==> src/rtl/floppy_timer_port_if.sv <==
// CPU I/O bus and timer load/status signals shared by the timer port and its surroundings.
interface floppy_timer_port_if;
   logic [7:0] cpu_addr;
   logic [7:0] cpu_di;
   logic       cpu_wr_n;
   logic [7:0] cpu_do;
   logic       cpu_sel;
   logic [7:0] tmr_di;
   logic       tmr_wren;
   logic [7:0] tmr_q;
   logic       irq;
   logic       irq_ack;

   // CPU/timer side: drives address, data, strobe, count and acknowledge
   modport master (
      output cpu_addr, cpu_di, cpu_wr_n, tmr_q, irq_ack,
      input  cpu_do, cpu_sel, tmr_di, tmr_wren, irq
   );

   // Port side: decodes the bus and drives the timer load and interrupt
   modport slave (
      input  cpu_addr, cpu_di, cpu_wr_n, tmr_q, irq_ack,
      output cpu_do, cpu_sel, tmr_di, tmr_wren, irq
   );
endinterface

==> src/rtl/floppy_timer_port.sv <==
// Floppy-CPU front end for the 100 Hz countdown timer: 4-byte register window, one load
// pulse per write strobe, expiry latch with level IRQ and optional auto-reload.
module floppy_timer_port #(
   parameter logic [7:0] BASE_ADDR = 8'hE0
) (
   input logic                clk,
   input logic                reset_n,
   floppy_timer_port_if.slave bus
);

   logic [7:0] tmr_di_q, tmr_di_d;
   logic       tmr_wren_q, tmr_wren_d;
   logic       ien_q, ien_d;
   logic       arl_q, arl_d;
   logic [7:0] reload_q, reload_d;
   logic       armed_q, armed_d;
   logic       expired_q, expired_d;
   logic [7:0] q_prev_q, q_prev_d;
   logic       wr_prev_q, wr_prev_d;

   logic       sel;
   logic [1:0] off;
   logic       commit;
   logic       commit_load;
   logic       expiry;

   assign sel         = (bus.cpu_addr[7:2] == BASE_ADDR[7:2]);
   assign off         = bus.cpu_addr[1:0];
   // Falling edge of the strobe only; wr_prev resets to 0 so a strobe held through reset is ignored
   assign commit      = wr_prev_q && !bus.cpu_wr_n && sel;
   assign commit_load = commit && (off == 2'd0);
   // The count reaching zero right after our own load pulse is not an expiry
   assign expiry      = armed_q && (q_prev_q != 8'd0) && (bus.tmr_q == 8'd0) && !tmr_wren_q;

   assign bus.cpu_sel  = sel;
   assign bus.tmr_di   = tmr_di_q;
   assign bus.tmr_wren = tmr_wren_q;
   assign bus.irq      = expired_q & ien_q;

   // Read-back mux, no side effects
   always_comb begin
      bus.cpu_do = 8'hFF;
      if (sel) begin
         case (off)
            2'd0:    bus.cpu_do = bus.tmr_q;
            2'd1:    bus.cpu_do = {expired_q, armed_q, 4'b0000, arl_q, ien_q};
            2'd2:    bus.cpu_do = reload_q;
            default: bus.cpu_do = 8'hFF;
         endcase
      end
   end

   // Next-state: CPU writes, then clears, then expiry (set wins over clears, CPU load wins over reload)
   always_comb begin
      tmr_di_d   = tmr_di_q;
      tmr_wren_d = 1'b0;
      ien_d      = ien_q;
      arl_d      = arl_q;
      reload_d   = reload_q;
      armed_d    = armed_q;
      expired_d  = expired_q;
      q_prev_d   = bus.tmr_q;
      wr_prev_d  = bus.cpu_wr_n;

      if (commit) begin
         case (off)
            2'd0: begin
               tmr_di_d   = bus.cpu_di;
               tmr_wren_d = 1'b1;
               armed_d    = (bus.cpu_di != 8'd0);
               expired_d  = 1'b0;
            end
            2'd1: begin
               ien_d = bus.cpu_di[0];
               arl_d = bus.cpu_di[1];
               if (bus.cpu_di[7]) begin
                  expired_d = 1'b0;
               end
            end
            2'd2:    reload_d = bus.cpu_di;
            default: ;
         endcase
      end

      if (bus.irq_ack) begin
         expired_d = 1'b0;
      end

      if (expiry) begin
         expired_d = 1'b1;
         if (!commit_load) begin
            if (arl_q && (reload_q != 8'd0)) begin
               tmr_di_d   = reload_q;
               tmr_wren_d = 1'b1;
            end else begin
               armed_d = 1'b0;
            end
         end
      end
   end

   // State registers, asynchronous clear cancels any pending load pulse
   always_ff @(posedge clk or negedge reset_n) begin
      if (!reset_n) begin
         tmr_di_q   <= 8'd0;
         tmr_wren_q <= 1'b0;
         ien_q      <= 1'b0;
         arl_q      <= 1'b0;
         reload_q   <= 8'd0;
         armed_q    <= 1'b0;
         expired_q  <= 1'b0;
         q_prev_q   <= 8'd0;
         wr_prev_q  <= 1'b0;
      end else begin
         tmr_di_q   <= tmr_di_d;
         tmr_wren_q <= tmr_wren_d;
         ien_q      <= ien_d;
         arl_q      <= arl_d;
         reload_q   <= reload_d;
         armed_q    <= armed_d;
         expired_q  <= expired_d;
         q_prev_q   <= q_prev_d;
         wr_prev_q  <= wr_prev_d;
      end
   end

endmodule

==> src/flat_wrapper.sv <==
// flat-port wrapper written by rule: the top's interface ports become plain ports
module floppy_timer_port_flat 
#(
   parameter logic [7:0] BASE_ADDR = 8'hE0
)
  (clk, reset_n, bus_cpu_addr, bus_cpu_di, bus_cpu_wr_n, bus_tmr_q, bus_irq_ack, bus_cpu_do, bus_cpu_sel, bus_tmr_di, bus_tmr_wren, bus_irq);
  floppy_timer_port_if bus_i ();
  input logic clk;
  input logic reset_n;
  input wire logic [$bits(bus_i.cpu_addr)-1:0] bus_cpu_addr;
  input wire logic [$bits(bus_i.cpu_di)-1:0] bus_cpu_di;
  input wire logic [$bits(bus_i.cpu_wr_n)-1:0] bus_cpu_wr_n;
  input wire logic [$bits(bus_i.tmr_q)-1:0] bus_tmr_q;
  input wire logic [$bits(bus_i.irq_ack)-1:0] bus_irq_ack;
  output wire logic [$bits(bus_i.cpu_do)-1:0] bus_cpu_do;
  output wire logic [$bits(bus_i.cpu_sel)-1:0] bus_cpu_sel;
  output wire logic [$bits(bus_i.tmr_di)-1:0] bus_tmr_di;
  output wire logic [$bits(bus_i.tmr_wren)-1:0] bus_tmr_wren;
  output wire logic [$bits(bus_i.irq)-1:0] bus_irq;
  assign bus_i.cpu_addr = bus_cpu_addr;
  assign bus_i.cpu_di = bus_cpu_di;
  assign bus_i.cpu_wr_n = bus_cpu_wr_n;
  assign bus_i.tmr_q = bus_tmr_q;
  assign bus_i.irq_ack = bus_irq_ack;
  assign bus_cpu_do = bus_i.cpu_do;
  assign bus_cpu_sel = bus_i.cpu_sel;
  assign bus_tmr_di = bus_i.tmr_di;
  assign bus_tmr_wren = bus_i.tmr_wren;
  assign bus_irq = bus_i.irq;
  floppy_timer_port #(.BASE_ADDR(BASE_ADDR)) u_core (.clk(clk), .reset_n(reset_n), .bus(bus_i));
endmodule
==> config.mk <==
export PLATFORM = sky130hd
export DESIGN_NAME = floppy_timer_port_flat
export DESIGN_NICKNAME = d
export VERILOG_FILES = /design/src/rtl/floppy_timer_port_if.sv /design/src/rtl/floppy_timer_port.sv /design/src/flat_wrapper.sv
export SDC_FILE = /design/constraint.sdc
export NUM_CORES = 1
export LEC_CHECK = 0
export ABC_AREA = 1
export ABC_CLOCK_PERIOD_IN_PS = 1300
export CAP_MARGIN = 0
export CORE_ASPECT_RATIO = 0.75
export CORE_MARGIN = 1.5
export CORE_UTILIZATION = 47
export DETAILED_ROUTE_END_ITERATION = 7
export PLACE_DENSITY = 0.79
export SLEW_MARGIN = 10
export SYNTH_ARGS = -nofsm -noshare
export SYNTH_HDL_FRONTEND = slang
export SYNTH_SLANG_ARGS = --single-unit
export TNS_END_PERCENT = 20
==> constraint.sdc <==
create_clock -name clk -period 1.3 [get_ports clk]
set_input_delay 0.26 -clock clk [delete_from_list [all_inputs] [get_ports clk]]
set_output_delay 0.26 -clock clk [all_outputs]
set_load 0.05 [all_outputs]
==> impl_results.md <==
* Status: finished, violations left
* Violated checks: setup timing
* Drt initial violations at 238
* Most used cell, CP: nand3_1
* Top-level port count at 47
* Initial antenna violation count at 0
* Num rows at 18
* CTS Hold Bufs at 0
* Routed WL at 7160 µm
* WP data required at 1450 ps
* F_max at 0.604 GHz
* GRT Util Overall at 31.4%
* Remaining Overflow, GRT at 0
* Slew Limit Fails at 0
* Worst Tran Pin Value at 334 ps
* Antenna-violating nets left at 0
* Endpoints failing setup at 27
* Drt wl/cell at 21.3 µm
* Final hold slack at 255 ps
* Leakage at 1.48 nW
* Register Area at 754 µm²
* CP cell instances: nor2_1, nand2_2, o21ai_2, nor2_4, buf_4, nand3_1, nand3_1
* Via count at 1983
* Worst R2R End: u_core.bus.tmr_di[6]$_DFF_PN0_
* Setup TNS at -4510 ps
* H-Tree Depth at 2
* CTS Root Cell: clkbuf_8
* Post-Syn Area at 1660 µm²
* Syn_area_per_cell at 8.21 µm²
* CP Launch Point: u_core.reload_q[3]$_DFFE_PN0P_
* CP peak stage delay at 450 ps
* First-pass GRT wire length at 8730 µm
* CP Class: reg2reg
* Util after Layout at 89.6%
* Die W at 71.6 µm
* Drc violations at 0
* CP max-delay cell: dfrtp_1
* Post-synthesis sequential area ratio at 45.3%
* Vias per cell at 5.90
* Worst reg-to-reg path cell count at 7
* CP endpoint kind: flip-flop
* FILL cells at 144
* Initial Util at 49.7%
* Cell count after synthesis at 202
* Setup crit end: u_core.bus.tmr_di[6]$_DFF_PN0_
* Top cell family by delay on the critical path: simple AND/OR/NAND/NOR gates
* Fin crit share at 127%
* Ys flop type: dfrtp_1
* Die area at 3900 µm²
* Vias in the first global route at 1824
* Multi-input gate area at 975 µm²
* Pwr dens at 755 nW/µm²
* TritonCTS Buffers at 5
* Post-route clock skew at 4.54 ps
* Async set-reset flop share out of synthesis at 100%
* Inserted Diodes at 0
* Fin nets at 323
* #FFs+latches synth at 30
* Area growth syn-to-layout at 80.2%
* WP buf/inv at 1
* CTS Buffer Depth at 2
* Number of distinct library cells after synthesis at 27
* Clock tree from TritonCTS: yes
* Drt first pass iters at 7
* Routability Congestion at 0.832
* CP Depth at 7
* Type of origin of the critical path: flip-flop
* Hold path cells at 2
* Setup ws final at -357 ps
* Largest net degree at the start of global routing at 31
* Worst-Skew Late Latency at 290 ps
* Worst-path fanout max at 3
* Max Cap Viol at 0
* Layout cell share with drive strength beyond 1 at 52.4%
* Yosys warnings at 0
* Unrepaired setup endpoints after global routing: true
* Worst VDD drop at 0.859 mV
* Slew Limit Headroom at 77.7%
* Clock Pin Slew Worst Setup and Hold Paths at 60 ps
* Num Clock Sinks at 30
* RR Startpoint: u_core.reload_q[3]$_DFFE_PN0P_
* DIE HEIGHT at 54.4 µm
* Reg-to-reg setup timing slack at -360 ps
* Syn Nets at 230
* Number of port buffers at 46
* EDFF count, synth at 0
* Arr. time, crit path at 1800 ps
* Post-DP HPWL at 3640 µm
* Hold WC Path Type: in2reg
* Fin. Hold Viols at 0
* Tmin final at 1660 ps
* Core ar. at 3330 µm²
-- cell usage after synthesis, types with 3 or more instances --
library cell  number  area (µm²)
nand2_1           41         154
nor2_1            34         128
dfrtp_1           30         751
inv_1             26        97.6
nand3_1           17        85.1
o21ai_2           10        87.6
nand2_2            5        31.3
nand4_1            5        31.3
a22oi_1            4        30.0
nor2_2             4        25.0
a21oi_1            3        15.0
buf_6              3        33.8
nand2_4            3        33.8
-- where the power goes --
group | internal, mW | switching, mW | leakage [nW]
Clock | 0.426 | 0.345 | 0.0482
Sequential | 0.967 | 0.0284 | 0.366
Combinational | 0.225 | 0.265 | 1.06
-- area by class of cell --
type,instances,area share [%]
tap,40,1.68
inverter,27,3.81
clock buffer,7,2.89
sequential,30,25.3
multi-input combinational,140,32.6
clock inverter,1,0.168
timing repair buffer,91,33.6
-- registers in the layout, summed over array words and instances, names as in the netlist --
register and flops:
u_core.bus.tmr_di 8, u_core.q_prev_q 8, u_core.reload_q 8, u_core.arl_q 1, u_core.armed_q 1, u_core.bus.tmr_wren 1, u_core.expired_q 1, u_core.ien_q 1
u_core.wr_prev_q 1
-- cells by family after synthesis --
family                 Yosys count  share of synthesized area [%]
AND/OR/NAND/NOR                117                           35.5
flip-flops                      30                           45.3
buffers and inverters           32                           8.90
AO/OA/AOI/OAI                   23                           10.3
-- per-layer routing --
metal | up-vias | track usage, % | part of all wire (%)
met1 | 945 | 35.1 | 35
li1 | 831 | - | -
met4 | 0 | 21.1 | 6.1
met2 | 155 | 52.5 | 48
met3 | 52 | 10.9 | 10
met5 | - | 0 | 0
-- per-stage QoR --
| stage | cells | power [mW] | worst slack [ps] | area, µm² |
|---|---|---|---|---|
| final | 336 | 2.26 | -357 | 2990 |
| after CTS | 331 | 2.19 | -241 | 2800 |
| after floorplan | 202 | 1.15 | -214 | 1690 |
| after global placement | 313 | 1.39 | -689 | 2580 |
| after global routing | 336 | 2.32 | -330 | 2990 |
| after detailed placement | 313 | 1.40 | -753 | 2580 |
-- worst min-delay path by stage --
stage	start	end	slack (ps)
global route	bus_tmr_q[2]	u_core.q_prev_q[2]$_DFF_PN0_	270
detailed placement	u_core.ien_q$_DFFE_PN0P_	u_core.ien_q$_DFFE_PN0P_	510
global placement	u_core.ien_q$_DFFE_PN0P_	u_core.ien_q$_DFFE_PN0P_	500
CTS	bus_tmr_q[6]	u_core.q_prev_q[6]$_DFF_PN0_	280
floorplan	reset_n	u_core.arl_q$_DFFE_PN0P_	-40
finish	bus_tmr_q[2]	u_core.q_prev_q[2]$_DFF_PN0_	250
-- cell usage in the layout, fill, tap and decap left out --
cell | Yosys | routed
dlygate4sd2_1 | 0 | 7
o21ai_2 | 10 | 11
nor2_8 | 1 | 1
buf_6 | 3 | 6
nand4_4 | 1 | 1
clkdlybuf4s50_1 | 0 | 10
nand4_1 | 5 | 5
a221oi_2 | 0 | 1
nor2_1 | 34 | 19
nand3_4 | 0 | 1
buf_4 | 1 | 37
nand2_1 | 41 | 30
inv_12 | 0 | 1
clkbuf_1 | 0 | 1
buf_2 | 1 | 7
o21ai_1 | 1 | 2
nor2_2 | 4 | 11
a21oi_2 | 1 | 1
dfrtp_2 | 0 | 3
nand2_4 | 3 | 10
inv_2 | 1 | 5
inv_1 | 26 | 21
clkinv_2 | 0 | 1
nand3_2 | 1 | 3
nor3_4 | 1 | 1
buf_8 | 0 | 1
nor3_1 | 2 | 1
dfrtp_1 | 30 | 27
o22ai_2 | 0 | 1
buf_12 | 0 | 21
nand3_1 | 17 | 14
nor2_4 | 2 | 10
nor3_2 | 0 | 1
clkbuf_8 | 0 | 6
a22oi_2 | 0 | 4
nand2_2 | 5 | 9
a21oi_4 | 0 | 1
a21oi_1 | 3 | 2
dlymetal6s2s_1 | 0 | 2
-- timing repair --
| item | CTS | global route |
|---|---|---|
| endpoints found under the setup margin | 30 | 27 |
| setup buffers | 10 | 5 |
| hold endpoints to repair | 0 | 0 |
| pin swaps | 14 | 21 |
| resized for setup | 70 | 43 |
Power figures use the tool's default switching activity.
